==> src/rtl/audio_seq.sv <==
// Note sequencer: plays a square-wave tone for a coded duration, then holds a
// silent gap and strobes cont so the stalled control unit can continue.
module audio_seq #(
    parameter int unsigned TICK_DIV   = 1250000,
    parameter int unsigned GAP_CYCLES = 125000,
    parameter int unsigned HP_STEP    = 2000
) (
    input  logic       clk,
    input  logic       reset,
    input  logic       audioreg,
    input  logic       audioact,
    input  logic [7:0] data_in,
    output logic       speaker,
    output logic       cont,
    output logic       busy
);

    localparam int unsigned DUR_W = $clog2(8 * TICK_DIV + 1);
    localparam int unsigned HP_W  = $clog2(31 * HP_STEP + 1);
    localparam int unsigned GAP_W = $clog2(GAP_CYCLES + 1);

    typedef enum logic [1:0] {IDLE, PLAY, GAP, DONE} state_t;

    state_t           state;
    logic [7:0]       note_reg;
    logic [4:0]       tone_s;
    logic [2:0]       dur_s;
    logic [DUR_W-1:0] dur_cnt;
    logic [HP_W-1:0]  hp_cnt;
    logic [GAP_W-1:0] gap_cnt;

    logic [7:0]       snap;
    logic [DUR_W-1:0] play_last;
    logic [HP_W-1:0]  hp_last;
    logic [GAP_W-1:0] gap_last;

    // A strobe on the same edge as the play request bypasses the note register.
    always_comb begin
        snap      = audioreg ? data_in : note_reg;
        play_last = DUR_W'((32'(dur_s) + 32'd1) * TICK_DIV - 32'd1);
        hp_last   = HP_W'(32'(tone_s) * HP_STEP - 32'd1);
        gap_last  = GAP_W'(GAP_CYCLES - 32'd1);
    end

    assign cont = (state == DONE);
    assign busy = (state == PLAY) || (state == GAP);

    always_ff @(posedge clk or posedge reset) begin
        if (reset) begin
            state    <= IDLE;
            note_reg <= '0;
            tone_s   <= '0;
            dur_s    <= '0;
            dur_cnt  <= '0;
            hp_cnt   <= '0;
            gap_cnt  <= '0;
            speaker  <= 1'b0;
        end else begin
            if (audioreg)
                note_reg <= data_in;

            case (state)
                IDLE: begin
                    speaker <= 1'b0;
                    if (audioact) begin
                        state   <= PLAY;
                        tone_s  <= snap[7:3];
                        dur_s   <= snap[2:0];
                        dur_cnt <= '0;
                        hp_cnt  <= '0;
                    end
                end
                PLAY: begin
                    if (!audioact) begin
                        state   <= IDLE;
                        speaker <= 1'b0;
                    end else if (dur_cnt == play_last) begin
                        state   <= GAP;
                        speaker <= 1'b0;
                        gap_cnt <= '0;
                    end else begin
                        dur_cnt <= dur_cnt + 1'b1;
                        // Rests keep the half-period counter parked and the speaker low.
                        if (tone_s != '0) begin
                            if (hp_cnt == hp_last) begin
                                hp_cnt  <= '0;
                                speaker <= ~speaker;
                            end else begin
                                hp_cnt <= hp_cnt + 1'b1;
                            end
                        end
                    end
                end
                GAP: begin
                    speaker <= 1'b0;
                    if (!audioact)
                        state <= IDLE;
                    else if (gap_cnt == gap_last)
                        state <= DONE;
                    else
                        gap_cnt <= gap_cnt + 1'b1;
                end
                DONE: begin
                    speaker <= 1'b0;
                    state   <= IDLE;
                end
                default: state <= IDLE;
            endcase
        end
    end

endmodule

==> config.mk <==
export PLATFORM = sky130hd
export DESIGN_NAME = audio_seq
export DESIGN_NICKNAME = d
export VERILOG_FILES = /design/src/rtl/audio_seq.sv
export SDC_FILE = /design/constraint.sdc
export NUM_CORES = 1
export LEC_CHECK = 0
export ABC_AREA = 1
export BUFFER_PORTS_ARGS = -buffer_cell sky130_fd_sc_hd__clkbuf_2
export CORE_ASPECT_RATIO = 0.9
export CORE_MARGIN = 5
export CORE_UTILIZATION = 40
export DETAILED_ROUTE_END_ITERATION = 6
export SYNTH_ARGS = -nofsm -noshare
export SYNTH_HDL_FRONTEND = slang
export SYNTH_SLANG_ARGS = --single-unit
==> constraint.sdc <==
create_clock -name clk -period 4.7 [get_ports clk]
set_clock_uncertainty 0.2 [all_clocks]
set_input_delay 0.235 -clock clk [delete_from_list [all_inputs] [get_ports clk]]
set_output_delay 0.235 -clock clk [all_outputs]
set_load 0.005 [all_outputs]
==> qor.csv, run 1 <==
metric;value;unit
outcome;complete, no violations;
hold_violations;0;
synth-compound-area-share;0.0474;
antenna_found_initial;0;
whs;0.125;ns
synthXorXnorAreaFrac;0.0923;
async_reset_ff_frac;1.00;
synth_area;7340;um^2
vias;6721;
synth_cells;1076;
dpl.cell_count;1333;
htreeDepth;3;
min_path_type;in2reg;
wirelength;18300;um
synth-simple-area-share;0.369;
ios;15;
place_area;7760;um^2
cp.required;4.73;ns
tightest_slew;0.978;ns
diodes;0;
path_clk_slew;0.06;ns
ant_nets;0;
slew_viol_final;0;
die_area;21200;um^2
yosysTopAreaCellShare;0.259;
drtIter0Drc;383;
crit_path_end_kind;flip-flop;
min_period;4.47;ns
synth_edf_count;0;
final.setup.worst_slack;0.232;ns
nets;1200;
routedWlPerCell;13.3;um
fin_crit_sh;0.951;
drtPass1Iterations;5;
grt.total_usage;0.168;
dp_hpwl;13500;um
worst_ep_arrival_time;4.50;ns
synth_seq_cells;76;
synth_mux_area_frac;0.0123;
synth_fa_ha_area_frac;0.129;
ys_warn_count;0;
cts_buffer_depth;2;
die-height;139;um
avgSynthCellArea;6.82;um^2
final_area;8450;um^2
die_width;153;um
remaining_drc_errors;0;
cp_slowest_cell;fa_1;
grt_max_degree;53;
synth_seq_area_share;0.259;
synth_flop_cell;dfrtp_1;
synthToLayoutAreaGrowth;15.1;%
gp_congestion;0.895;
portBuffers;14;
fmax;0.224;GHz
cts_tree;yes;
ys_types;42;
place_worst_setup_slack;0.0271;ns
yosysMostFrequentCell;nand2_1;
core.rowCount;47;
worst_skew_pair.late_latency;0.34;ns
crit_top_cell;nand2_1;
stdcell_count;1369;
largest_registers;dur_cnt (24), gap_cnt (17), hp_cnt (16);
synth_fp_nets;1157;
cts_sinks;76;
cts_buffers;9;
slowest_delay;0.51;ns
first_global_vias;6118;
largest_reg_flops;24;
synth_top_family_by_area;simple AND/OR/NAND/NOR gates;
cp-start-kind;flip-flop;
grt_pass1_wl;29900;um
cts_root_buffer;clkbuf_16;
maxCapViolCount;0;
crit_type;reg2reg;
start_util;0.403;
globalRoute.totalOverflow;0;
core-area;18200;um^2
viasPerCell;4.91;
drive_gt1_frac;0.113;
synthTopCellsByArea;dfrtp_1 26%, nand2_1 16%, ha_1 9.9%;
cp_max_fo;26;
yosys.area.top_type;dfrtp_1;
setup_viol;0;
slew_headroom;0.346;
largest_register;dur_cnt;
synthTopCellsByCount;312 x nand2_1, 141 x inv_1, 107 x nor2_1, 98 x nand3_1, 76 x dfrtp_1;
through the flow:
stage | util | setup TNS (ns)
final | 0.464 | 0
after global routing | 0.464 | -0.194
after CTS | 0.449 | 0
after detailed placement | 0.425 | 0
after global placement | 0.425 | 0
after floorplan | - | 0
kinds of logic after synthesis:
logic type | after synthesis
and+or+nand+nor | 614
buffers and inverters | 168
DFF | 76
xor gates and xnor gates | 75
adders and majority gates | 69
AOI/OAI and AO/OA | 66
muxes | 8
path summary, 6_finish.rpt:
path,depth (start not counted),to,slack (ns),startpoint
worst max-delay path,25,dur_cnt[22],0.23,dur_s[0]
worst min-delay path,5,state[0],0.13,audioact
worst max register to register,25,dur_cnt[22],0.23,dur_s[0]
worst min register to register,1,note_reg[3],0.30,note_reg[3]
max in group asynchronous,4,tone_s[2],3.02,reset
min in group asynchronous,3,note_reg[7],0.31,reset
cells in the final DEF, fill, tap and decap left out, types with 11 or more instances in the layout:
cell,n
fa_1,11
o21ai_0,29
buf_4,24
dfrtp_1,75
inv_1,137
nand2_1,306
nand4_1,24
clkbuf_16,11
nor2_1,101
o21ai_1,16
clkbuf_2,14
nor3_1,28
nand3_1,96
ha_1,52
xor2_1,58
a21oi_1,13
xnor2_1,14
cell type report:
type                    count  area [um^2]
inverters                 148          561
flip-flops and latches     76         1900
fillers                  1870         9780
well taps                 245          307
multi-input cells         832         4920
clock inverters             6         86.3
clock buffers              10          239
repair buffers             52          433
critical path, delay by kind of cell, from the launching register on:
family / cells / cell delay, ns
DFF: 1 / 0.35
xor gates and xnor gates: 1 / 0.20
buffers and inverters: 5 / 0.58
AOI/OAI and AO/OA: 1 / 0.06
and+or+nand+nor: 14 / 1.51
adders and majority gates: 4 / 1.42
timing repair:
item                       CTS  global route
gates cloned                 0             3
setup buffers                0             8
gates resized for setup      1            35
hold endpoints to repair    43             0
pin swaps                    0            10
setup endpoints to repair    1            60
hold buffers                 9             0
layer usage:
metal,routed length [um],global-route usage,vias to the layer above
li1,-,-,3503
met1,9080,0.244,3056
met2,8140,0.263,138
met3,778,0.0253,24
met4,274,0.0389,0
met5,0,0,-
Power of run 1 is left out: the tool's default activity adds up to more than one toggle a clock period on the data nets, which glitch-free logic cannot reach.
==> run 2: changes to the inputs <==
- ABC_AREA: 1 -> default
- CTS_CLUSTER_DIAMETER: default -> 120
- MAX_ROUTING_LAYER: default -> met4
==> qor.csv, run 2 <==
metric;value;unit;change
avgSynthCellArea;8.70;um^2;+28%
start_util;0.411;;+0.00782
path_cells;ha_4 -> xor2_4 -> ha_4 -> fa_1 -> ha_4 -> nand2_4 -> a211oi_4 -> o21ai_1 -> or3_4 -> or3_1 -> o32a_1 -> a211oi_4 -> buf_6 -> nand4_4 -> buf_6 -> nand4_1 -> buf_4 -> nor4_1 -> a211o_1;;
synthToLayoutAreaGrowth;36.4;%;
synth_seq_cells;76;;unchanged
core.rowCount;45;;-4.3%
worst_ep_arrival_time;5.19;ns;+0.69 ns
synth_edf_count;0;;unchanged
htreeDepth;3;;unchanged
grt.total_usage;0.189;;+0.0217
outcome;complete, but fails checks;;
synth_cells;805;;-25%
synthTopCellsByArea;dfrtp_1 27%, ha_1 10%, xnor2_1 4.9%;;
mostFrequentLayoutCells;132 x buf_4, 72 x dfrtp_1, 69 x nand2_1;;
cts_buffers;9;;unchanged
reg2reg_depth;19;;-24%
cts_buffer_depth;2;;unchanged
wirelength;18900;um;+3.3%
crit_path_end_kind;flip-flop;;
die-height;136;um;-2.2%
hold_violations;0;;unchanged
critical_path.top_delay_family;adder cells;;
path_clk_slew;0.06;ns;about the same
drive_gt1_frac;0.323;;+0.210
cts_sinks;76;;unchanged
remaining_drc_errors;0;;unchanged
die_area;20300;um^2;-4.3%
grt_max_degree;50;;-5.7%
cp_max_fo;5;;-81%
synth_flop_cell;dfrtp_1;;
cp.required;4.72;ns;about the same
largest_register;dur_cnt;;
drtIter0Drc;325;;-15%
ys_warn_count;0;;unchanged
first_global_vias;6239;;+2.0%
final.setup.worst_slack;-0.466;ns;-0.697 ns
largest_registers;dur_cnt (24), gap_cnt (17), hp_cnt (16);;
async_reset_ff_frac;1.00;;unchanged
routedWlPerCell;15.7;um;+18%
rsz0062_at_grt;yes;;
worst-path-stages;19;;-24%
cts_tree;yes;;
slowest_delay;0.48;ns;-0.03 ns
yosysMostFrequentCell;dfrtp_1;;
vias;6474;;-3.7%
globalRoute.totalOverflow;0;;unchanged
ys_types;79;;+88%
crit_type;reg2reg;;
r2r_start;dur_s[0];;
antenna_found_initial;0;;unchanged
ios;15;;unchanged
grt_pass1_wl;30800;um;+3.0%
cts_root_buffer;clkbuf_16;;
diodes;0;;unchanged
min_period;5.17;ns;+0.697 ns
cp_slowest_cell;fa_1;;
tightest_slew;0.868;ns;-0.110 ns
worstSetupEndpoint;hp_cnt[6];;
gp_congestion;0.864;;-3.5%
startpoint;dur_s[0];;
min_path_type;in2reg;;
fin_crit_sh;1.10;;+0.148
synth_area;7010;um^2;-4.6%
worst_skew_pair.late_latency;0.35;ns;about the same
place_worst_setup_slack;-0.692;ns;-0.719 ns
yosys.area.top_type;dfrtp_1;;
slew_headroom;0.421;;+0.0746
drtPass1Iterations;5;;unchanged
maxCapViolCount;0;;unchanged
largest_reg_flops;24;;unchanged
viasPerCell;5.40;;+9.9%
synth_seq_area_share;0.271;;+0.0125
portBuffers;14;;unchanged
crit_top_cell;ha_4;;
dpl.cell_count;1150;;-14%
slew_viol_final;0;;unchanged
core-area;17100;um^2;-6.4%
fill_cells;1498;;-20%
die_width;149;um;-2.2%
synthTopCellsByCount;76 x dfrtp_1, 74 x nand2_1, 66 x nor2_1, 58 x ha_1, 46 x o21ai_0;;
violations;negative setup slack;;
ant_nets;0;;unchanged
crit_buf_inv;3;;-2
nets;1041;;-13%
layout_commonest_cell;buf_4;;
cp-start-kind;flip-flop;;
reg2reg_to;hp_cnt[6];;
yosysTopAreaCellShare;0.271;;+0.0125
stdcell_count;1200;;-12%
synth_fp_nets;886;;-23%
fmax;0.194;GHz;-13%
r2r_slack;-0.47;ns;-0.70 ns
dp_hpwl;13500;um;about the same
setup_viol;60;;+60
-- run 2: changes by cell type in the layout (fill, tap and decap cells not counted), sizes merged, moves of 37 or more --
cell   change
nor2      -45
inv      -106
buf      +124
nand3     -70
xor2      -37
nand2    -246
-- run 2: worst min-delay path by stage --
stage,slack (ns),cells past startpoint,start,endpoint
5_1_grt,0.17,2,audioreg,note_reg[5]
3_3_place_gp,0.07,2,reset,hp_cnt[15]
2_1_floorplan,0.20,1,data_in[2],note_reg[2]
6_report,0.14,2,audioreg,note_reg[5]
3_5_place_dp,0.08,2,reset,hp_cnt[15]
4_1_cts,0.15,2,audioreg,note_reg[5]
-- run 2: repair_timing --
item / in CTS / in global routing
pin swaps: 33 / 23
setup buffers: 12 / 11
gates resized for setup: 53 / 91
hold endpoints to repair: 35 / 0
cloned: 1 / 1
hold buffers: 9 / 0
setup endpoints to repair: 60 / 60
-- run 2: worst reg2reg max path, delay by kind of cell (launching register included) --
kind | cells | cell delay [ns]
buf+inv | 3 | 0.53
flops | 1 | 0.44
simple gates | 6 | 1.25
compound gates | 5 | 1.15
fa+ha+maj | 4 | 1.25
xor+xnor | 1 | 0.23
-- run 2: cells by family after synthesis --
logic type               share of synthesized area
XOR/XNOR                                    0.0948
buffers and inverters                       0.0420
flip-flops                                   0.271
AND/OR/NAND/NOR                              0.245
adder cells (fa/ha/maj)                      0.135
multiplexers                                0.0323
AO/OA/AOI/OAI                                0.179
-- run 2: through the flow --
stage / area (um^2) / setup TNS (ns) / hold slack (ns) / utilization
6_report: 9560 / -19.29 / 0.138 / 0.560
5_1_grt: 9560 / -28.53 / 0.174 / 0.560
4_1_cts: 9010 / -17.09 / 0.148 / 0.528
3_5_place_dp: 8310 / -33.05 / 0.0822 / 0.487
3_3_place_gp: 8310 / -29.75 / 0.0732 / 0.487
2_1_floorplan: 7130 / -27.90 / 0.199 / -
-- run 2: final cells by class --
cell class	count	area (um^2)	share of cell area
multi-input combinational	657	5500	0.575
sequential	76	1910	0.200
timing repair buffer	175	1400	0.146
tap	235	294	0.0308
clock buffer	10	229	0.0240
inverter	41	159	0.0166
clock inverter	6	71.3	0.00746
-- run 2: metal layers --
layer / track usage / vias up / part of all wire
met5: - / - / 0
met4: 0.0361 / 0 / 0.0064
met2: 0.291 / 87 / 0.45
met1: 0.269 / 3134 / 0.51
li1: - / 3244 / -
met3: 0.0264 / 9 / 0.028
Power of run 2 is left out for the same reason.
==> run 3: changes to the inputs <==
- CELL_PAD_IN_SITES_DETAIL_PLACEMENT: default -> 1
- CELL_PAD_IN_SITES_GLOBAL_PLACEMENT: default -> 2
- CORE_UTILIZATION: 40 -> 37
- PLACE_DENSITY_LB_ADDON: default -> 0.1
==> qor.csv, run 3 (synthesized netlist as in run 2, its figures left out) <==
metric;value;unit;change
reg2reg_to;state[0];;
use_met1;0.262;;-0.00676
nets;1040;;-0.096%
min_period;5.30;ns;+0.134 ns
r2r_start;dur_s[0];;
holdPathEnd;note_reg[0];;
cts_buffers;9;;unchanged
cts_root_buffer;clkbuf_16;;
cp-start-kind;flip-flop;;
vias;6703;;+3.5%
setup_viol;60;;unchanged
remaining_drc_errors;0;;unchanged
crit_type;reg2reg;;
diodes;0;;unchanged
drive_gt1_frac;0.326;;+0.00241
drtIter0Drc;276;;-15%
gr-usage-met3;0.0299;;+0.00349
start_util;0.378;;-0.0325
viasPerCell;5.54;;+2.8%
whs_path_depth;2;;unchanged
largest_registers;dur_cnt (24), gap_cnt (17), hp_cnt (16);;
wirelength;22900;um;+21%
die_width;155;um;+3.7%
min_path_type;in2reg;;
grtUsageMet2;0.386;;+0.0947
ant_nets;0;;unchanged
hold_violations;0;;unchanged
layout_commonest_cell;buf_4;;
reg2reg_depth;17;;-2
rsz0062_at_grt;yes;;
worst_skew_pair.late_latency;0.36;ns;about the same
grt_most_used_layer;met2;;
cts_sinks;76;;unchanged
path_clk_slew;0.07;ns;about the same
cts_tree;yes;;
grt.total_usage;0.216;;+0.0271
ios;15;;unchanged
cp_max_fo;7;;+2
crit_path_end_kind;flip-flop;;
regArea;1910;um^2;about the same
slew_viol_final;0;;unchanged
fin_crit_sh;1.13;;+0.0284
routedWlPerCell;18.9;um;+20%
grt_max_degree;54;;+8.0%
antenna_found_initial;0;;unchanged
cts_buffer_depth;2;;unchanged
place_worst_setup_slack;-0.786;ns;-0.0938 ns
cp.required;4.75;ns;+0.03 ns
largest_register;dur_cnt;;
core-area;18500;um^2;+8.6%
multi_input_area;5480;um^2;-0.41%
outcome;complete, but fails checks;;
core.rowCount;47;;+4.4%
die_area;21800;um^2;+7.5%
slew_headroom;0.349;;-0.0720
dp_hpwl;17000;um;+26%
htreeDepth;3;;unchanged
r2r_slack;-0.60;ns;-0.13 ns
fmax;0.189;GHz;-2.5%
portBuffers;14;;unchanged
tightest_slew;0.977;ns;+0.108 ns
fill_cells;2141;;+43%
synthToLayoutAreaGrowth;36.1;%;
gp_congestion;0.837;;-3.1%
drtPass1Iterations;4;;-1
worst_ep_arrival_time;5.35;ns;+0.16 ns
globalRoute.totalOverflow;0;;unchanged
first_global_vias;7274;;+17%
mostFrequentLayoutCells;132 x buf_4, 73 x dfrtp_1, 70 x nand2_1;;
grt_pass1_wl;37500;um;+22%
final.setup.worst_slack;-0.599;ns;-0.134 ns
maxCapViolCount;0;;unchanged
min_from;audioreg;;
die-height;141;um;+3.7%
largest_reg_flops;24;;unchanged
violations;negative setup slack;;
## run 3: changes by cell type in the layout (fill, tap and decap cells not counted), moves of 3 or more
cell	delta
nand2_4	-3
a31oi_4	-3
a211oi_2	+3
inv_8	+3
ha_1	-3
## run 3: repair_timing
action                     CTS  global route
setup endpoints to repair   60            60
buffers inserted            12            14
gates cloned                 0             0
resized for setup           96            43
hold buffers                 9             0
hold endpoints to repair    60             0
pin swaps                   52            37
## run 3: worst max path at each step
| stage | startpoint | to | slack, ns | cells after the start |
|---|---|---|---|---|
| finish | dur_s[0] | state[0] | -0.60 | 17 |
| global route | dur_s[1] | dur_cnt[16] | -0.71 | 17 |
| CTS | dur_s[0] | gap_cnt[3] | -0.45 | 16 |
| detailed placement | dur_s[0] | gap_cnt[8] | -0.79 | 17 |
| global placement | dur_s[0] | gap_cnt[10] | -0.66 | 17 |
| floorplan | dur_s[1] | gap_cnt[3] | -0.68 | 16 |
## run 3: final cells by class
class                           instances  share of cell area
Timing Repair Buffer                  174               0.145
Tap cell                              245              0.0321
Inverter                               41              0.0167
Clock inverter                          7             0.00800
Clock buffer                            9              0.0236
Multi-Input combinational cell        657               0.574
Sequential cell                        76               0.200
## run 3: worst max-delay path, stage by stage (launching register included)
cell and delay [ns]:
dfrtp_2 0.43, clkinvlp_4 0.17, ha_4 0.30, ha_4 0.30, xnor2_2 0.11, ha_2 0.22
ha_4 0.20, or4b_1 0.59, nor2_1 0.23, a21bo_4 0.29, or3_1 0.35, o32a_1 0.40
a211oi_4 0.39, a41oi_4 0.24, buf_4 0.20, and2_4 0.17, buf_6 0.14, o31ai_2 0.27
## run 3: routing by layer
metal,wire [um],share of wire,up-vias
met1,10300,0.45,3411
li1,-,-,3225
met2,12000,0.52,50
met3,359,0.016,17
met5,0,0,-
met4,240,0.010,0
## run 3: metrics by stage
step	std cells	instance area (um^2)	hold slack (ns)	utilization	TNS [ns]
floorplan	805	7130	0.199	-	-27.90
global placement	1158	8310	0.250	0.448	-31.60
CTS	1195	9200	0.133	0.497	-21.57
detailed placement	1158	8310	0.279	0.448	-37.00
finish	1209	9540	0.142	0.515	-27.86
global route	1209	9540	0.175	0.515	-36.08
Power of run 3 is left out for the same reason.
